## src/rtl/motor_throttle_sequencer_if.sv

```systemverilog
// Throttle command channel: one valid/ready transfer carries a channel number and a requested duty.
interface motor_throttle_sequencer_if;
  logic       cmd_valid;
  logic       cmd_ready;
  logic [1:0] cmd_ch;
  logic [7:0] cmd_duty;

  modport master (output cmd_valid, output cmd_ch, output cmd_duty, input cmd_ready);
  modport slave  (input cmd_valid, input cmd_ch, input cmd_duty, output cmd_ready);
endinterface

```

## src/rtl/motor_throttle_sequencer.sv

```systemverilog
// Four-channel ESC throttle sequencer: shared PWM period counter, arming FSM and slew-limited
// duty updates applied only at period boundaries; commands accepted one per cycle while in RUN.
module motor_throttle_sequencer #(
  parameter int PERIOD      = 100,
  parameter int DUTY_MAX    = 100,
  parameter int SLEW        = 10,
  parameter int ARM_PERIODS = 8
) (
  input  logic                      clk_in,
  input  logic                      rst_n,
  input  logic                      arm,
  motor_throttle_sequencer_if.slave cmd,
  output logic [3:0]                pwm_out,
  output logic                      period_start,
  output logic                      armed,
  output logic [1:0]                state,
  output logic [31:0]               duty_mon
);

  typedef enum logic [1:0] {
    IDLE     = 2'd0,
    ARMING   = 2'd1,
    RUN      = 2'd2,
    RAMPDOWN = 2'd3
  } state_e;

  localparam int ACW = (ARM_PERIODS > 1) ? $clog2(ARM_PERIODS) : 1;
  localparam logic [7:0]     LAST_CNT  = 8'(PERIOD - 1);
  localparam logic [7:0]     DUTY_CEIL = 8'(DUTY_MAX);
  localparam logic [7:0]     SLEW_STEP = 8'(SLEW);
  localparam logic [ACW-1:0] ARM_LAST  = ACW'(ARM_PERIODS - 1);

  state_e           state_q, state_d;
  logic [7:0]       cnt_q, cnt_d;
  logic [ACW-1:0]   arm_cnt_q, arm_cnt_d;
  logic [3:0][7:0]  target_q, target_d;
  logic [3:0][7:0]  applied_q, applied_d;
  logic [3:0]       pwm_q, pwm_d;
  logic             period_start_q, period_start_d;
  logic             armed_q, armed_d;
  logic             boundary;
  logic             accept;
  logic [7:0]       cmd_sat;

  function automatic logic [7:0] slew_toward(input logic [7:0] cur, input logic [7:0] tgt);
    logic [7:0] gap;
    gap = (tgt > cur) ? (tgt - cur) : (cur - tgt);
    if (gap > SLEW_STEP) gap = SLEW_STEP;
    return (tgt > cur) ? (cur + gap) : (cur - gap);
  endfunction

  assign cmd.cmd_ready = (state_q == RUN);
  assign pwm_out       = pwm_q;
  assign period_start  = period_start_q;
  assign armed         = armed_q;
  assign state         = state_q;
  assign duty_mon      = applied_q;

  always_comb begin
    boundary       = (cnt_q == LAST_CNT);
    cnt_d          = boundary ? 8'd0 : (cnt_q + 8'd1);
    period_start_d = (cnt_d == LAST_CNT);
    accept         = cmd.cmd_valid && cmd.cmd_ready;
    cmd_sat        = (cmd.cmd_duty > DUTY_CEIL) ? DUTY_CEIL : cmd.cmd_duty;

    state_d   = state_q;
    arm_cnt_d = arm_cnt_q;
    target_d  = target_q;
    applied_d = applied_q;

    if (accept) target_d[cmd.cmd_ch] = cmd_sat;

    // The step on a boundary edge always uses the pre-edge target, even if a command lands that edge.
    if (boundary) begin
      for (int i = 0; i < 4; i++) applied_d[i] = slew_toward(applied_q[i], target_q[i]);
    end

    case (state_q)
      IDLE: begin
        target_d  = '0;
        applied_d = '0;
        if (arm) begin
          state_d   = ARMING;
          arm_cnt_d = '0;
        end
      end
      ARMING: begin
        target_d = '0;
        if (!arm) begin
          state_d = IDLE;
        end else if (boundary) begin
          if (arm_cnt_q == ARM_LAST) state_d = RUN;
          else                       arm_cnt_d = arm_cnt_q + ACW'(1);
        end
      end
      RUN: begin
        // A command accepted on the disarm edge is discarded by the forced-zero targets.
        if (!arm) begin
          state_d  = RAMPDOWN;
          target_d = '0;
        end
      end
      default: begin
        target_d = '0;
        if (boundary && (applied_d == '0)) state_d = IDLE;
      end
    endcase

    for (int i = 0; i < 4; i++) pwm_d[i] = (cnt_d < applied_d[i]);
    armed_d = (state_d == RUN);
  end

  always_ff @(posedge clk_in or negedge rst_n) begin
    if (!rst_n) begin
      state_q        <= IDLE;
      cnt_q          <= '0;
      arm_cnt_q      <= '0;
      target_q       <= '0;
      applied_q      <= '0;
      pwm_q          <= '0;
      period_start_q <= 1'b0;
      armed_q        <= 1'b0;
    end else begin
      state_q        <= state_d;
      cnt_q          <= cnt_d;
      arm_cnt_q      <= arm_cnt_d;
      target_q       <= target_d;
      applied_q      <= applied_d;
      pwm_q          <= pwm_d;
      period_start_q <= period_start_d;
      armed_q        <= armed_d;
    end
  end

endmodule

```

## src/flat_wrapper.sv

```systemverilog
// flat-port wrapper written by rule: the top's interface ports become plain ports
module motor_throttle_sequencer_flat 
#(
  parameter int PERIOD      = 100,
  parameter int DUTY_MAX    = 100,
  parameter int SLEW        = 10,
  parameter int ARM_PERIODS = 8
)
  (clk_in, rst_n, arm, pwm_out, period_start, armed, state, duty_mon, cmd_cmd_valid, cmd_cmd_ch, cmd_cmd_duty, cmd_cmd_ready);
  motor_throttle_sequencer_if cmd_i ();
  input  logic clk_in;
  input  logic rst_n;
  input  logic arm;
  output logic [3:0] pwm_out;
  output logic period_start;
  output logic armed;
  output logic [1:0] state;
  output logic [31:0] duty_mon;
  input wire logic [$bits(cmd_i.cmd_valid)-1:0] cmd_cmd_valid;
  input wire logic [$bits(cmd_i.cmd_ch)-1:0] cmd_cmd_ch;
  input wire logic [$bits(cmd_i.cmd_duty)-1:0] cmd_cmd_duty;
  output wire logic [$bits(cmd_i.cmd_ready)-1:0] cmd_cmd_ready;
  assign cmd_i.cmd_valid = cmd_cmd_valid;
  assign cmd_i.cmd_ch = cmd_cmd_ch;
  assign cmd_i.cmd_duty = cmd_cmd_duty;
  assign cmd_cmd_ready = cmd_i.cmd_ready;
  motor_throttle_sequencer #(.PERIOD(PERIOD), .DUTY_MAX(DUTY_MAX), .SLEW(SLEW), .ARM_PERIODS(ARM_PERIODS)) u_core (.clk_in(clk_in), .rst_n(rst_n), .arm(arm), .cmd(cmd_i), .pwm_out(pwm_out), .period_start(period_start), .armed(armed), .state(state), .duty_mon(duty_mon));
endmodule
```

## config.mk

```make
export PLATFORM = sky130hd
export DESIGN_NAME = motor_throttle_sequencer_flat
export DESIGN_NICKNAME = d
export VERILOG_FILES = /design/src/rtl/motor_throttle_sequencer_if.sv /design/src/rtl/motor_throttle_sequencer.sv /design/src/flat_wrapper.sv
export SDC_FILE = /design/constraint.sdc
export NUM_CORES = 1
export LEC_CHECK = 0
export BUFFER_PORTS_ARGS = -buffer_cell sky130_fd_sc_hd__buf_2
export CAP_MARGIN = 0
export CELL_PAD_IN_SITES_DETAIL_PLACEMENT = 0
export CELL_PAD_IN_SITES_GLOBAL_PLACEMENT = 1
export CORE_AREA = 2 2 177 179
export CTS_CLUSTER_SIZE = 10
export DETAILED_ROUTE_END_ITERATION = 8
export DIE_AREA = 0 0 179 181
export PLACE_DENSITY_LB_ADDON = 0.12
export SLEW_MARGIN = 30
export SYNTH_ARGS = -nofsm -noshare
export SYNTH_HDL_FRONTEND = slang
export SYNTH_SLANG_ARGS = --single-unit
```

## constraint.sdc

```tcl
create_clock -name clk_in -period 6.5 [get_ports clk_in]
set_clock_uncertainty 0.2 [all_clocks]
set_input_delay 0.975 -clock clk_in [delete_from_list [all_inputs] [get_ports clk_in]]
set_output_delay 0.975 -clock clk_in [all_outputs]
set_load 0.05 [all_outputs]
```

# Word-level counts from Yosys, hierarchy flattened

Cells that the tools add are included.

Equal/unequal tests: 11
Reductions and logical operators: 7
Mux-type cells: 38
$add $sub $neg: 18
$lt $le $gt $ge: 15

Operator list:

| operator              | count |
|---|---|
| $mux W32              | 5 |
| $mux W8               | 19 |
| $sub A8 B8 Y8         | 12 |
| $add A8 B8 Y8         | 4 |
| $bwmux W32            | 1 |
| $gt A8 B4 Y1 const B  | 4 |
| $gt A8 B8 Y1          | 4 |
| $logic_not A32 Y1     | 1 |
| $lt A8 B8 Y1          | 4 |
| $demux W8 S2          | 1 |
| $eq A8 B7 Y1 const B  | 2 |
| $mux W2               | 6 |
| $mux W3               | 4 |
| $add A8 B1 Y8 const B | 1 |
| $gt A8 B7 Y1 const B  | 1 |
| $ne A2 B2 Y1 const B  | 3 |
| $pmux W2 S3           | 1 |
| $pmux W3 S2           | 1 |
| $reduce_and A5 Y1     | 1 |
| $eq A2 B2 Y1 const B  | 2 |
| $add A3 B1 Y3 const B | 1 |
| $eq A3 B3 Y1 const B  | 1 |
| $logic_and A1 B1 Y1   | 3 |
| $lt A2 B3 Y1 const B  | 1 |
| 6 further kinds       | 6 |

Register bits: 83
Word-level logic and storage cells: 103
Input bits: 14
Output and inout bits: 41

# Longest topological paths before layout

Gate-level depths: netlist of the first run.

Depth in word-level cells: 13
Depth in mapped cells: 32
Mapped depth without buffers: 32

# Least setup slack after synthesis of the first run

No wires, ideal clock.

Kind: register to register
Start: register u_core.applied_q (netlist bit u_core.duty_mon[17])
End: register u_core.pwm_q[2], in the netlist u_core.pwm_out[2]
Required time: 6.222 ns
Setup time: 0.078 ns
Setup slack: 0.053 ns
Buffers on the path: 0
Arrival time: 6.170 ns
Period minus slack after synthesis: 6.447 ns
Stages on the path, launching flop included: 28
Cell sequence: dfrtp_1 -> inv_1 -> fa_1 -> a21oi_1 -> o21bai_2 -> a21oi_1 -> nor2_2 -> a2111o_1 -> o22ai_1 -> nand2_1 -> or2_2 -> ha_1 -> or3_1 -> o31a_1 -> inv_1 -> ha_1 -> nor2b_1 -> o31a_1 -> o21ai_0 -> nand2b_1 -> a21o_1 -> a21oi_1 -> xor2_1 -> or3_2 -> and2_4 -> or2_1 -> ha_1 -> o2bb2ai_1

Longest elaborated chain between the ends: 10
Elaborated cells on any way between the ends: 13
Those cells by class: add/sub: 4; order compare: 3; mux: 6

RTL lines:

| element                                        | line                                                           | text |
|---|---|---|
| from (decl)                                    | motor_throttle_sequencer.sv:37                                 | `logic [3:0][7:0] applied_q, applied_d;` |
| from (signal assigned)                         | motor_throttle_sequencer.sv:128                                | `applied_q <= applied_d;` |
| $sub A8 B8 Y8 or $gt A8 B8 Y1 (tied branches)  | motor_throttle_sequencer.sv:47, motor_throttle_sequencer.sv:49 |  |
| $mux W8                                        | motor_throttle_sequencer.sv:47                                 | `gap = (tgt > cur) ? (tgt - cur) : (cur - tgt);` |
| $gt A8 B4 Y1                                   | motor_throttle_sequencer.sv:48                                 | `if (gap > SLEW_STEP) gap = SLEW_STEP;` |
| $mux W8                                        | motor_throttle_sequencer.sv:48                                 |  |
| $mux W8                                        | motor_throttle_sequencer.sv:74                                 | `if (boundary) begin` |
| $sub A8 B8 Y8 or $add A8 B8 Y8 (tied branches) | motor_throttle_sequencer.sv:49                                 | `return (tgt > cur) ? (cur + gap) : (cur - gap);` |
| $mux W8                                        | motor_throttle_sequencer.sv:49                                 |  |
| $mux W32 *                                     | motor_throttle_sequencer.sv:74                                 |  |
| $mux W32 *                                     | motor_throttle_sequencer.sv:78                                 | `case (state_q)` |
| $lt A8 B8 Y1 *                                 | motor_throttle_sequencer.sv:109                                | `for (int i = 0; i < 4; i++) pwm_d[i] = (cnt_d < applied_d[i]);` |
| via u_core.pwm_d[2]                            | motor_throttle_sequencer.sv:38                                 | `logic [3:0] pwm_q, pwm_d;` |
| to (signal assigned)                           | motor_throttle_sequencer.sv:129                                | `pwm_q <= pwm_d;` |
| to (decl)                                      | motor_throttle_sequencer.sv:38                                 |  |

Mark *: on every way through the listed nets, which the timed path passes. The rest lies on a longest branch. The select of a mux whose other input is x is not followed.
A chain may end at the register's enable or synchronous reset.

# Worst setup path in the final report of the first run

Start: register u_core.applied_q (netlist bit u_core.duty_mon[4])
End: register u_core.state_q[0], in the netlist u_core.state[0]

Longest elaborated chain between the ends: 12
Elaborated cells on any way between the ends: 15
Those cells by class: add/sub: 4; order compare: 2; mux: 7; reduce/logical: 2

RTL lines:

| element                                        | line                                                           | text |
|---|---|---|
| $sub A8 B8 Y8 or $gt A8 B8 Y1 (tied branches)  | motor_throttle_sequencer.sv:47, motor_throttle_sequencer.sv:49 |  |
| $mux W8                                        | motor_throttle_sequencer.sv:47                                 |  |
| $gt A8 B4 Y1                                   | motor_throttle_sequencer.sv:48                                 |  |
| $mux W8                                        | motor_throttle_sequencer.sv:48                                 |  |
| $mux W8                                        | motor_throttle_sequencer.sv:74                                 |  |
| $sub A8 B8 Y8 or $add A8 B8 Y8 (tied branches) | motor_throttle_sequencer.sv:49                                 |  |
| $mux W8                                        | motor_throttle_sequencer.sv:49                                 |  |
| $mux W32 *                                     | motor_throttle_sequencer.sv:74                                 |  |
| $logic_not A32 Y1 *                            | motor_throttle_sequencer.sv:105                                | `if (boundary && (applied_d == '0)) state_d = IDLE;` |
| $logic_and A1 B1 Y1 *                          | motor_throttle_sequencer.sv:105                                |  |
| $mux W2 *                                      | motor_throttle_sequencer.sv:105                                |  |
| $pmux W2 S3 *                                  | motor_throttle_sequencer.sv:78                                 |  |
| via u_core.state_d[0]                          | motor_throttle_sequencer.sv:33                                 | `state_e state_q, state_d;` |
| to (signal assigned)                           | motor_throttle_sequencer.sv:124                                | `state_q <= state_d;` |
| to (decl)                                      | motor_throttle_sequencer.sv:33                                 |  |

Marked as above.

==> impl_table.tex, run 1 <==
\begin{tabular}{lr}
\hline
Metric & Value \\
\hline
\multicolumn{2}{l}{\textbf{Clocking}} \\
Number of buffers created by CTS & 9 \\
Total number of H-tree levels & 3 \\
Sink Count & 83 \\
Clock tree root driver cell & sky130\_fd\_sc\_hd\_\_clkbuf\_16 \\
Clock network latency to the later pin of the worst-skew pair & 0.35 ns \\
Worst-case clock buffer depth & 2 \\
Clock tree from TritonCTS & built \\
Register clock-pin slew on the reported worst setup and hold paths & 0.07 ns \\
\multicolumn{2}{l}{\textbf{STA}} \\
Worst Max-Slew Pin Slew & 0.9285 ns \\
Number of pins with negative max-slew slack in the final report & 0 \\
PnR worst setup slack & 0.2961 ns \\
Final critical-path required period & 6.204 ns \\
Maximum achievable frequency & 161.2 MHz \\
Number of setup violations in the final report & 0 \\
Unrepaired setup endpoints after global routing & yes \\
Share of the clock period used by the worst path after layout & 95.44\% \\
Final total negative setup slack & 0 ns \\
Worst slew slack as a fraction of its limit & 37.97\% \\
Final hold vios & 0 \\
\multicolumn{2}{l}{\textbf{Worst setup path}} \\
Required time reported for the critical path endpoint & 6.55 ns \\
Worst-path maximum fanout & 8 \\
Crit start category & flop \\
Worst Reg2Reg Path Length in Cells & 25 \\
Critical path endpoint category & flop \\
Critical path class & reg2reg \\
Crit Reg-Reg Endpoint & u\_core.state[0] \\
Slack of the worst reg-to-reg path & 0.30 ns \\
Critical path arrival & 6.25 ns \\
Worst R2R Start & u\_core.duty\_mon[4] \\
\multicolumn{2}{l}{\textbf{Place}} \\
HPWL Detailed & 24.76 mm \\
Last weighted congestion value of the routability-driven placer & 0.8401 \\
Setup Slack @ Placement & -0.2785 ns \\
Area after DPL & 10380 µm² \\
Number of buffers inserted by port buffering & 54 \\
Cell Count Post-Placement & 1642 \\
\multicolumn{2}{l}{\textbf{Finish}} \\
Number of diodes & 0 \\
Final core utilization & 36.48\% \\
Synth-to-Final Area Change & 22.22\% \\
Post-route cell area & 11070 µm² \\
Filler Cells Inserted & 3204 \\
Count of placed standard cells in the final layout, fillers left out & 1677 \\
Layout Nets & 1426 \\
Area occupied by multi-input gates & 6605 µm² \\
Sequential cell area & 2078 µm² \\
Fraction of final layout cells with drive strength greater than 1 & 22.01\% \\
\multicolumn{2}{l}{\textbf{Pwr}} \\
P\_sw & 277.8 µW \\
Worst supply voltage drop on vdd & 0.00009605 V \\
Proportion of power drawn by the clock network & 49.1\% \\
Comb power frac & 4.6\% \\
Share of power burned in registers & 46.3\% \\
Static Leak & 5.205 nW \\
Power density normalized to cell area & 101.9 nW/µm² \\
Switching portion of total power & 24.62\% \\
Internal power & 850.6 µW \\
\multicolumn{2}{l}{\textbf{Logic synthesis}} \\
Instance count of the mapped netlist & 1139 \\
Number of warnings reported in the yosys synthesis log & 0 \\
Cell type contributing the most total cell area after synthesis & sky130\_fd\_sc\_hd\_\_dfrtp\_1 \\
Per-instance average area after synthesis & 7.953 µm² \\
FFs w/ async S/R, synth & 100.0\% \\
Cell types with the largest area share after synthesis & sky130\_fd\_sc\_hd\_\_dfrtp\_1, sky130\_fd\_sc\_hd\_\_ha\_1, sky130\_fd\_sc\_hd\_\_inv\_1 \\
Net count after synthesis & 1289 \\
Number of enable flip-flop cells after synthesis & 0 \\
Fraction of post-synthesis cell area in the top cell type by area & 22.93\% \\
Prevailing post-synth register cell & sky130\_fd\_sc\_hd\_\_dfrtp\_1 \\
Netlist area before placement & 9059 µm² \\
Netlist cell types & 80 \\
Sequential fraction of the synthesis area & 22.93\% \\
Synthesis-stage register bit count & 83 \\
\multicolumn{2}{l}{\textbf{GRT}} \\
GRT overflow & 0 \\
Pin count of the biggest net entering global routing & 59 \\
Number of antenna violations at the first check in global routing & 0 \\
Vias in the first global route & 8390 \\
Total routing resource utilization after global routing & 19.73\% \\
First-pass GRT wire length & 48.92 mm \\
\multicolumn{2}{l}{\textbf{Routing}} \\
Starting DRT DRC Count & 418 \\
Routed via count & 8355 \\
Number of nets with antenna violations after detailed routing & 0 \\
Routed wire length & 31.36 mm \\
Count of unresolved DRC violations after routing & 0 \\
Wire length per cell & 18.70 µm \\
Drt first pass iters & 4 \\
Per-cell via count in the routed design & 4.982 \\
\multicolumn{2}{l}{\textbf{Hold path}} \\
Worst Hold Endpoint & u\_core.arm\_cnt\_q[1] \\
Hold path startpoint & u\_core.arm\_cnt\_q[1] \\
Type of the worst min-delay path & reg2reg \\
Hold Path Cell Cnt & 2 \\
\multicolumn{2}{l}{\textbf{Floorplanning}} \\
Die height & 181 µm \\
Standard-cell rows & 64 \\
DIE AREA & 32400 µm² \\
Effective utilization at floorplan & 29.85\% \\
Number of placed I/O pins & 55 \\
Die X & 179 µm \\
Floorplan core area & 30350 µm² \\
\multicolumn{2}{l}{\textbf{Run status}} \\
Run status & completed \\
\multicolumn{2}{l}{\textbf{Run}} \\
Max-cap viol count & 0 \\
\hline
\end{tabular}
[metrics by stage]
stage | hold slack, ns | power [mW]
global placement | 0.2689 | 0.5857
floorplan | 0.2538 | 0.5506
finish | 0.2979 | 1.128
CTS | 0.2968 | 1.145
detailed placement | 0.2827 | 0.5864
global route | 0.3290 | 1.177
[cell usage in the layout (no fill, tap or decap), drive strengths merged, types with 5 or more instances in the layout]
cell type / count
o21bai: 8
ha: 124
or4: 5
a21o: 21
nor2b: 16
o211ai: 10
and2: 10
nand2: 98
a31oi: 14
nor2: 112
o31a: 6
a211o: 6
o21a: 28
mux2i: 25
buf: 168
nand3: 22
o22ai: 6
nand2b: 12
and3: 7
o21ai: 59
clkbuf: 11
dfrtp: 83
xor2: 13
a211oi: 17
nand4: 14
or2: 28
nor3b: 7
xnor2: 31
nor3: 19
or3: 9
a21boi: 7
fa: 12
inv: 119
a21oi: 91
[layout make-up]
type / instances / area share [%]
multi-input cells: 895 / 59.66
inverters: 119 / 4.034
repair buffers: 168 / 10.23
clock buffers: 11 / 2.283
flip-flops and latches: 83 / 18.77
clock inverters: 5 / 0.5537
well taps: 396 / 4.475
[per-layer routing]
layer / routed length, µm / GRT usage (%)
met1: 15310 / 27.56
met2: 14660 / 32.29
met3: 964 / 2.967
met4: 433 / 3.642
met5: 0 / 0
[power groups by stage]
stage | clock (mW) | sequential, mW | combinational (mW)
2_1_floorplan | 0 | 0.532 | 0.0183
3_3_place_gp | 0 | 0.532 | 0.0539
3_5_place_dp | 0 | 0.532 | 0.0544
4_1_cts | 0.569 | 0.522 | 0.0545
5_1_grt | 0.595 | 0.522 | 0.0593
6_report | 0.554 | 0.522 | 0.0520
[worst max-delay path by stage]
stage,startpoint,endpoint,slack (ns),depth (start not counted)
after global routing,u_core.target_q[8],u_core.state[0],-0.03,27
final,u_core.duty_mon[4],u_core.state[0],0.30,25
after global placement,u_core.target_q[8],u_core.state[0],-0.24,26
after detailed placement,u_core.target_q[8],u_core.state[0],-0.28,26
after floorplan,u_core.duty_mon[17],u_core.pwm_out[2],0.05,27
after CTS,u_core.duty_mon[0],u_core.state[0],0.007,28
[Yosys cell counts, types with 21 or more instances]
master and n:
sky130_fd_sc_hd__ha_1 124, sky130_fd_sc_hd__inv_1 119, sky130_fd_sc_hd__nor2_1 111, sky130_fd_sc_hd__nand2_1 97, sky130_fd_sc_hd__a21oi_1 89, sky130_fd_sc_hd__dfrtp_1 83, sky130_fd_sc_hd__o21ai_0 51, sky130_fd_sc_hd__xnor2_1 31
sky130_fd_sc_hd__o21a_1 28, sky130_fd_sc_hd__or2_2 27, sky130_fd_sc_hd__mux2i_1 25, sky130_fd_sc_hd__clkbuf_1 24, sky130_fd_sc_hd__a21o_1 21, sky130_fd_sc_hd__nand3_1 21
[worst max-delay path: stages (launching register included)]
cell	delay, ns
sky130_fd_sc_hd__dfrtp_1	0.35
sky130_fd_sc_hd__inv_1	0.09
sky130_fd_sc_hd__ha_1	0.36
sky130_fd_sc_hd__buf_4	0.19
sky130_fd_sc_hd__nand4_1	0.17
sky130_fd_sc_hd__a21oi_1	0.11
sky130_fd_sc_hd__or4_1	0.49
sky130_fd_sc_hd__a211o_1	0.32
sky130_fd_sc_hd__a32oi_2	0.24
sky130_fd_sc_hd__nand2_2	0.12
sky130_fd_sc_hd__nor2_2	0.11
sky130_fd_sc_hd__inv_1	0.05
sky130_fd_sc_hd__ha_1	0.27
sky130_fd_sc_hd__nand2b_1	0.14
sky130_fd_sc_hd__o31ai_1	0.10
sky130_fd_sc_hd__buf_4	0.18
sky130_fd_sc_hd__fa_2	0.47
sky130_fd_sc_hd__or4_1	0.53
sky130_fd_sc_hd__nor3_2	0.11
sky130_fd_sc_hd__and4b_1	0.20
sky130_fd_sc_hd__o211ai_1	0.12
sky130_fd_sc_hd__nor4b_2	0.29
sky130_fd_sc_hd__nand4_1	0.11
sky130_fd_sc_hd__and4bb_2	0.36
sky130_fd_sc_hd__nand4_1	0.18
sky130_fd_sc_hd__and3b_1	0.24
[logic make-up after synthesis]
group                      synth area share [%]
buffers and inverters                     7.016
DFF                                       22.93
AOI/OAI and AO/OA                         22.04
and+or+nand+nor                           20.97
xor gates and xnor gates                  4.254
adders and majority gates                 19.78
muxes                                     3.011
[flip-flops by register name, indices dropped and copies added, names as in the netlist]
register / cells
u_core.duty_mon: 32
u_core.target_q: 32
u_core.cnt_q: 8
u_core.pwm_out: 4
u_core.arm_cnt_q: 3
u_core.state: 2
u_core.armed: 1
u_core.period_start: 1
[timing repair]
action	4_1_cts	5_1_grt
endpoints found under the hold margin	0	0
setup buffers	0	19
gates resized for setup	9	58
pin swaps	3	26
hold buffers	0	0
setup endpoints to repair	2	6
(Power assumes the default switching activity.)
==> run 2: changes to the inputs <==
clock period = 6.2 ns   (was 6.5 ns; I/O delays follow)
==> run 2 against run 1 <==
Against the previous run: the run now ends with setup timing left; combinational power grew 3.8%; critical endpoint unchanged; sequential power grew 4.8%; global-route usage grew 0.57 points.
==> impl_table.tex, run 2 (same netlist as run 1, synthesis figures left out) <==
\begin{tabular}{lr}
\hline
Metric & Value \\
\hline
\multicolumn{2}{l}{\textbf{Worst setup path}} \\
Worst Reg2Reg Path Length in Cells & 29 (was 25) \\
Most common cell on crit path & sky130\_fd\_sc\_hd\_\_buf\_4 (was sky130\_fd\_sc\_hd\_\_nand4\_1) \\
Worst-path maximum fanout & 4 (was 8) \\
Slowest Stage Delay on Critical Path & 0.48 ns (was 0.53 ns) \\
Critical path class & reg2reg (unchanged) \\
Slack of the worst reg-to-reg path & -0.01 ns (was 0.30 ns) \\
Critical path endpoint category & flop (unchanged) \\
Required time reported for the critical path endpoint & 6.24 ns (was 6.55 ns) \\
Crit start category & flop (unchanged) \\
Critical path arrival & 6.25 ns (about the same) \\
Highest-delay cell along the critical path & sky130\_fd\_sc\_hd\_\_or4\_1 (unchanged) \\
\multicolumn{2}{l}{\textbf{GRT}} \\
Total routing resource utilization after global routing & 20.29\% (was 19.73\%) \\
First-pass GRT wire length & 50.13 mm (was 48.92 mm) \\
Vias in the first global route & 8724 (was 8390) \\
Pin count of the biggest net entering global routing & 49 (was 59) \\
Number of antenna violations at the first check in global routing & 0 (unchanged) \\
GRT overflow & 0 (unchanged) \\
\multicolumn{2}{l}{\textbf{Finish}} \\
Number of diodes & 0 (unchanged) \\
Filler Cells Inserted & 3204 (unchanged) \\
Synth-to-Final Area Change & 30.08\% (was 22.22\%) \\
Count of placed standard cells in the final layout, fillers left out & 1752 (was 1677) \\
Commonest non-fill, non-tap cell in the layout & sky130\_fd\_sc\_hd\_\_buf\_4 (was sky130\_fd\_sc\_hd\_\_ha\_1) \\
Highest-count cells in the layout ignoring fill and taps & sky130\_fd\_sc\_hd\_\_buf\_4, sky130\_fd\_sc\_hd\_\_inv\_1, sky130\_fd\_sc\_hd\_\_ha\_1, sky130\_fd\_sc\_hd\_\_nor2\_1, sky130\_fd\_sc\_hd\_\_nand2\_1 (was sky130\_fd\_sc\_hd\_\_ha\_1, sky130\_fd\_sc\_hd\_\_inv\_1, sky130\_fd\_sc\_hd\_\_buf\_4, sky130\_fd\_sc\_hd\_\_nor2\_1, sky130\_fd\_sc\_hd\_\_nand2\_1) \\
Post-route cell area & 11780 µm² (was 11070 µm²) \\
Layout Nets & 1501 (was 1426) \\
Fraction of final layout cells with drive strength greater than 1 & 27.88\% (was 22.01\%) \\
\multicolumn{2}{l}{\textbf{Floorplanning}} \\
Standard-cell rows & 64 (unchanged) \\
Number of placed I/O pins & 55 (unchanged) \\
Effective utilization at floorplan & 29.85\% (unchanged) \\
DIE AREA & 32400 µm² (unchanged) \\
Floorplan core area & 30350 µm² (unchanged) \\
Die height & 181 µm (unchanged) \\
Die X & 179 µm (unchanged) \\
\multicolumn{2}{l}{\textbf{Hold path}} \\
Hold Path Cell Cnt & 2 (unchanged) \\
Type of the worst min-delay path & reg2reg (unchanged) \\
\multicolumn{2}{l}{\textbf{STA}} \\
Share of the clock period used by the worst path after layout & 100.2\% (was 95.44\%) \\
Worst Max-Slew Pin Slew & 0.9666 ns (was 0.9285 ns) \\
Final hold vios & 0 (unchanged) \\
Maximum achievable frequency & 161.0 MHz (was 161.2 MHz) \\
Number of setup violations in the final report & 1 (was 0) \\
Unrepaired setup endpoints after global routing & yes (unchanged) \\
Worst slew slack as a fraction of its limit & 35.32\% (was 37.97\%) \\
Final critical-path required period & 6.213 ns (was 6.204 ns) \\
Number of pins with negative max-slew slack in the final report & 0 (unchanged) \\
PnR worst setup slack & -0.01267 ns (was 0.2961 ns) \\
\multicolumn{2}{l}{\textbf{Routing}} \\
Routed via count & 8732 (was 8355) \\
Drt first pass iters & 4 (unchanged) \\
Number of nets with antenna violations after detailed routing & 0 (unchanged) \\
Starting DRT DRC Count & 445 (was 418) \\
Wire length per cell & 18.33 µm (was 18.70 µm) \\
Per-cell via count in the routed design & 4.984 (was 4.982) \\
Count of unresolved DRC violations after routing & 0 (unchanged) \\
Routed wire length & 32.12 mm (was 31.36 mm) \\
\multicolumn{2}{l}{\textbf{Clocking}} \\
Clock tree root driver cell & sky130\_fd\_sc\_hd\_\_clkbuf\_16 (unchanged) \\
Register clock-pin slew on the reported worst setup and hold paths & 0.07 ns (about the same) \\
Sink Count & 83 (unchanged) \\
Total number of H-tree levels & 3 (unchanged) \\
Clock network latency to the later pin of the worst-skew pair & 0.35 ns (about the same) \\
Number of buffers created by CTS & 9 (unchanged) \\
Worst-case clock buffer depth & 2 (unchanged) \\
Clock tree from TritonCTS & built (unchanged) \\
\multicolumn{2}{l}{\textbf{Place}} \\
Last weighted congestion value of the routability-driven placer & 0.8430 (was 0.8401) \\
Number of buffers inserted by port buffering & 54 (unchanged) \\
Cell Count Post-Placement & 1720 (was 1642) \\
Area after DPL & 10990 µm² (was 10380 µm²) \\
HPWL Detailed & 25.41 mm (was 24.76 mm) \\
\multicolumn{2}{l}{\textbf{Pwr}} \\
P\_sw & 283.7 µW (was 277.8 µW) \\
Share of power burned in registers & 46.6\% (was 46.3\%) \\
Proportion of power drawn by the clock network & 48.8\% (was 49.1\%) \\
Switching portion of total power & 24.17\% (was 24.62\%) \\
Power density normalized to cell area & 99.63 nW/µm² (was 101.9 nW/µm²) \\
Worst supply voltage drop on vdd & 0.00007934 V (was 0.00009605 V) \\
Comb power frac & 4.6\% (about the same) \\
Static Leak & 5.591 nW (was 5.205 nW) \\
Internal power & 890.2 µW (was 850.6 µW) \\
Total design power & 1.174 mW (was 1.128 mW) \\
\multicolumn{2}{l}{\textbf{Run status}} \\
Run status & finished, violations left (was completed) \\
Violations in the final reports & setup timing \\
\multicolumn{2}{l}{\textbf{Run}} \\
Max-cap viol count & 0 (unchanged) \\
\hline
\end{tabular}
-- run 2: cell type report --
class                           instances  area [µm²]  area share (%)
Timing Repair Buffer                  243        1719           14.59
Multi-Input combinational cell        895        6726           57.08
Clock buffer                           12       256.5           2.177
Inverter                              119       446.7           3.791
Sequential cell                        83        2091           17.74
Tap cell                              396       495.5           4.205
Clock inverter                          4       48.80          0.4141
-- run 2: repair_timing --
action	CTS	global route
pin swaps	5	50
setup buffers	1	15
resized for setup	21	67
endpoints found under the setup margin	5	8
hold buffers	0	0
-- run 2: final timing paths --
kind                                      from                  end
setup reg to reg            u_core.target_q[8]      u_core.state[0]
max in group asynchronous                rst_n   u_core.duty_mon[6]
min in group asynchronous                rst_n   u_core.target_q[1]
hold reg to reg            u_core.arm_cnt_q[2]  u_core.arm_cnt_q[2]
setup / recovery            u_core.target_q[8]      u_core.state[0]
hold / removal             u_core.arm_cnt_q[2]  u_core.arm_cnt_q[2]
-- run 2: critical path: cells and delay by family, from the launching register on --
kind | cells | cell delay (ns)
AOI/OAI and AO/OA | 10 | 1.97
xor gates and xnor gates | 1 | 0.18
adders and majority gates | 4 | 1.02
buffers and inverters | 5 | 0.50
DFF | 1 | 0.37
and+or+nand+nor | 9 | 1.84
-- run 2: power by group through the flow --
stage	clock network [mW]	registers [mW]	logic [mW]
6_report	0.573	0.547	0.0540
5_1_grt	0.606	0.548	0.0605
4_1_cts	0.586	0.547	0.0557
3_5_place_dp	0	0.558	0.0558
3_3_place_gp	0	0.558	0.0552
2_1_floorplan	0	0.558	0.0192
-- run 2: metal layers --
layer | wire (µm) | global-route usage (%) | vias to the layer above
met1 | 15650 | 28.52 | 4171
met4 | 877 | 6.927 | 0
met5 | 0 | 0 | -
met3 | 765 | 1.684 | 34
li1 | - | - | 4405
met2 | 14830 | 32.52 | 122
-- run 2: metrics by stage --
stage / setup TNS [ns] / setup slack, ns / utilization [%] / hold slack (ns)
final: -0.01267 / -0.01267 / 38.83 / 0.2951
after global routing: -0.9165 / -0.2861 / 38.83 / 0.3246
after CTS: -0.03142 / -0.03142 / 37.49 / 0.2951
after detailed placement: -1.175 / -0.3418 / 36.21 / 0.2794
after global placement: -0.8575 / -0.2579 / 36.19 / 0.2696
after floorplan: -0.03353 / -0.03353 / - / 0.2538
==> run 3: changes to the inputs <==
CORE_AREA = 2 2 142 144   (was 2 2 177 179)
DIE_AREA = 0 0 144 146   (was 0 0 179 181)
==> run 3 against run 2 <==
Against the previous run: the run now ends clean; count of clock-buffer cells in the layout shrank 2; design area down 6.1%; largest power group unchanged; critical endpoint unchanged; worst setup slack improved by 0.20 ns; flip-flop and latch count unchanged; sequential power barely moved; via count down 1.3%; first-iteration DRC count up 17%; register-to-register slack better by 0.20 ns.
==> impl_table.tex, run 3 (same netlist as run 1, synthesis figures left out) <==
\begin{tabular}{lr}
\hline
Metric & Value \\
\hline
\multicolumn{2}{l}{\textbf{Run status}} \\
Run status & completed (was finished, violations left) \\
\multicolumn{2}{l}{\textbf{Worst setup path}} \\
Most common cell on crit path & sky130\_fd\_sc\_hd\_\_nand4\_1 (was sky130\_fd\_sc\_hd\_\_buf\_4) \\
Required time reported for the critical path endpoint & 6.24 ns (about the same) \\
Worst-path maximum fanout & 4 (unchanged) \\
Crit start category & flop (unchanged) \\
Highest-delay cell along the critical path & sky130\_fd\_sc\_hd\_\_or4\_1 (unchanged) \\
Bufs and invs on worst path & 2 (was 5) \\
Slowest Stage Delay on Critical Path & 0.48 ns (about the same) \\
Critical path endpoint category & flop (unchanged) \\
Critical path arrival & 6.05 ns (was 6.25 ns) \\
Critical path class & reg2reg (unchanged) \\
Family with the most delay on the worst path & simple AND/OR/NAND/NOR gates (was compound AO/OA/AOI/OAI gates) \\
\multicolumn{2}{l}{\textbf{Clocking}} \\
Total number of H-tree levels & 3 (unchanged) \\
Clock tree from TritonCTS & built (unchanged) \\
Clock network latency to the later pin of the worst-skew pair & 0.35 ns (about the same) \\
Clock tree root driver cell & sky130\_fd\_sc\_hd\_\_clkbuf\_16 (unchanged) \\
Number of buffers created by CTS & 9 (unchanged) \\
Register clock-pin slew on the reported worst setup and hold paths & 0.06 ns (was 0.07 ns) \\
Worst-case clock buffer depth & 2 (unchanged) \\
Sink Count & 83 (unchanged) \\
\multicolumn{2}{l}{\textbf{Finish}} \\
Synth-to-Final Area Change & 22.09\% (was 30.08\%) \\
Filler Cells Inserted & 1812 (was 3204) \\
Highest-count cells in the layout ignoring fill and taps & sky130\_fd\_sc\_hd\_\_buf\_4, sky130\_fd\_sc\_hd\_\_ha\_1, sky130\_fd\_sc\_hd\_\_inv\_1, sky130\_fd\_sc\_hd\_\_nor2\_1, sky130\_fd\_sc\_hd\_\_nand2\_1 (was sky130\_fd\_sc\_hd\_\_buf\_4, sky130\_fd\_sc\_hd\_\_inv\_1, sky130\_fd\_sc\_hd\_\_ha\_1, sky130\_fd\_sc\_hd\_\_nor2\_1, sky130\_fd\_sc\_hd\_\_nand2\_1) \\
Fraction of final layout cells with drive strength greater than 1 & 24.36\% (was 27.88\%) \\
Number of diodes & 0 (unchanged) \\
Layout Nets & 1430 (was 1501) \\
Commonest non-fill, non-tap cell in the layout & sky130\_fd\_sc\_hd\_\_buf\_4 (unchanged) \\
\multicolumn{2}{l}{\textbf{STA}} \\
Final hold vios & 0 (unchanged) \\
Unrepaired setup endpoints after global routing & yes (unchanged) \\
Worst slew slack as a fraction of its limit & 37.06\% (was 35.32\%) \\
Share of the clock period used by the worst path after layout & 96.95\% (was 100.2\%) \\
Maximum achievable frequency & 166.4 MHz (was 161.0 MHz) \\
Number of setup violations in the final report & 0 (was 1) \\
Final critical-path required period & 6.011 ns (was 6.213 ns) \\
PnR worst setup slack & 0.1890 ns (was -0.01267 ns) \\
Worst Max-Slew Pin Slew & 0.9373 ns (was 0.9666 ns) \\
Number of pins with negative max-slew slack in the final report & 0 (unchanged) \\
\multicolumn{2}{l}{\textbf{Routing}} \\
Number of nets with antenna violations after detailed routing & 0 (unchanged) \\
Routed via count & 8622 (was 8732) \\
Starting DRT DRC Count & 519 (was 445) \\
Per-cell via count in the routed design & 5.563 (was 4.984) \\
Wire length per cell & 17.86 µm (was 18.33 µm) \\
Drt first pass iters & 6 (was 4) \\
Count of unresolved DRC violations after routing & 0 (unchanged) \\
Routed wire length & 27.69 mm (was 32.12 mm) \\
\multicolumn{2}{l}{\textbf{GRT}} \\
Pin count of the biggest net entering global routing & 47 (was 49) \\
First-pass GRT wire length & 43.53 mm (was 50.13 mm) \\
GRT overflow & 0 (unchanged) \\
Total routing resource utilization after global routing & 26.37\% (was 20.29\%) \\
Number of antenna violations at the first check in global routing & 0 (unchanged) \\
Vias in the first global route & 8206 (was 8724) \\
\multicolumn{2}{l}{\textbf{Floorplanning}} \\
DIE AREA & 21020 µm² (was 32400 µm²) \\
Die X & 144 µm (was 179 µm) \\
Standard-cell rows & 51 (was 64) \\
Floorplan core area & 19330 µm² (was 30350 µm²) \\
Die height & 146 µm (was 181 µm) \\
Number of placed I/O pins & 55 (unchanged) \\
Effective utilization at floorplan & 46.85\% (was 29.85\%) \\
\multicolumn{2}{l}{\textbf{Run}} \\
Max-cap viol count & 0 (unchanged) \\
\multicolumn{2}{l}{\textbf{Place}} \\
Setup Slack @ Placement & -0.1345 ns (was -0.3418 ns) \\
Number of buffers inserted by port buffering & 54 (unchanged) \\
Last weighted congestion value of the routability-driven placer & 0.9258 (was 0.8430) \\
HPWL Detailed & 21.44 mm (was 25.41 mm) \\
\multicolumn{2}{l}{\textbf{Pwr}} \\
Static Leak & 5.244 nW (was 5.591 nW) \\
Total design power & 1.157 mW (was 1.174 mW) \\
Power density normalized to cell area & 104.6 nW/µm² (was 99.63 nW/µm²) \\
Worst supply voltage drop on vdd & 0.0001725 V (was 0.00007934 V) \\
\multicolumn{2}{l}{\textbf{Hold path}} \\
Type of the worst min-delay path & reg2reg (unchanged) \\
\hline
\end{tabular}
[run 3: cell count changes in the layout (fill, tap and decap cells not counted), sizes merged]
cell      delta
buf         -71
clkbuf       -2
clkinv       -2
clkinvlp     +2
inv          +2
[run 3: final cells by class]
type / count / area (µm²) / share of cell area, %
clock buffers: 10 / 229.0 / 2.070
repair buffers: 172 / 1174 / 10.61
clock inverters: 6 / 71.32 / 0.6449
multi-input cells: 895 / 6718 / 60.74
well taps: 265 / 331.6 / 2.998
inverters: 119 / 446.7 / 4.039
flip-flops and latches: 83 / 2090 / 18.89
[run 3: worst min-delay path, stage by stage, from the launching register on]
cell and delay, ns:
sky130_fd_sc_hd__dfrtp_1 0.38, sky130_fd_sc_hd__nand2_1 0.06, sky130_fd_sc_hd__nor2_1 0.03
[run 3: metrics by stage]
stage	utilization [%]	hold WS, ns	std cells	setup TNS [ns]	instance area [µm²]
2_1_floorplan	-	0.2538	1139	-0.03353	9071
4_1_cts	54.93	0.3003	1532	-0.0008846	10620
5_1_grt	57.20	0.3303	1550	-0.4766	11060
3_3_place_gp	53.01	0.2684	1515	0	10250
3_5_place_dp	53.01	0.2976	1515	-0.2539	10250
6_report	57.20	0.3016	1550	0	11060
[run 3: worst paths after layout]
| kind | slack, ns | startpoint | to | cells after the start |
|---|---|---|---|---|
| worst min register to register | 0.30 | u_core.target_q[23] | u_core.target_q[23] | 2 |
| max in group asynchronous | 4.43 | rst_n | u_core.duty_mon[9] | 2 |
| min in group asynchronous | 0.36 | rst_n | u_core.duty_mon[17] | 1 |
| worst max register to register | 0.19 | u_core.duty_mon[8] | u_core.state[0] | 27 |
| worst max-delay path | 0.19 | u_core.duty_mon[8] | u_core.state[0] | 27 |
| worst min-delay path | 0.30 | u_core.target_q[23] | u_core.target_q[23] | 2 |
[run 3: report_power, final]
group	internal [mW]	switching, mW
Clock	0.316	0.242
Sequential	0.544	0.00354
Combinational	0.0116	0.0398
[run 3: repair_timing]
action | 4_1_cts | 5_1_grt
gates resized for setup | 20 | 76
buffers inserted | 1 | 19
endpoints found under the setup margin | 5 | 8
hold buffers | 0 | 0
pin swaps | 5 | 60
[run 3: per-layer routing]
| metal | part of all wire (%) | track usage [%] | vias up |
|---|---|---|---|
| met3 | 4.5 | 3.653 | 46 |
| met2 | 48 | 44.43 | 226 |
| met4 | 3.0 | 7.843 | 0 |
| met5 | 0 | 0 | - |
| li1 | - | - | 4277 |
| met1 | 45 | 35.04 | 4073 |
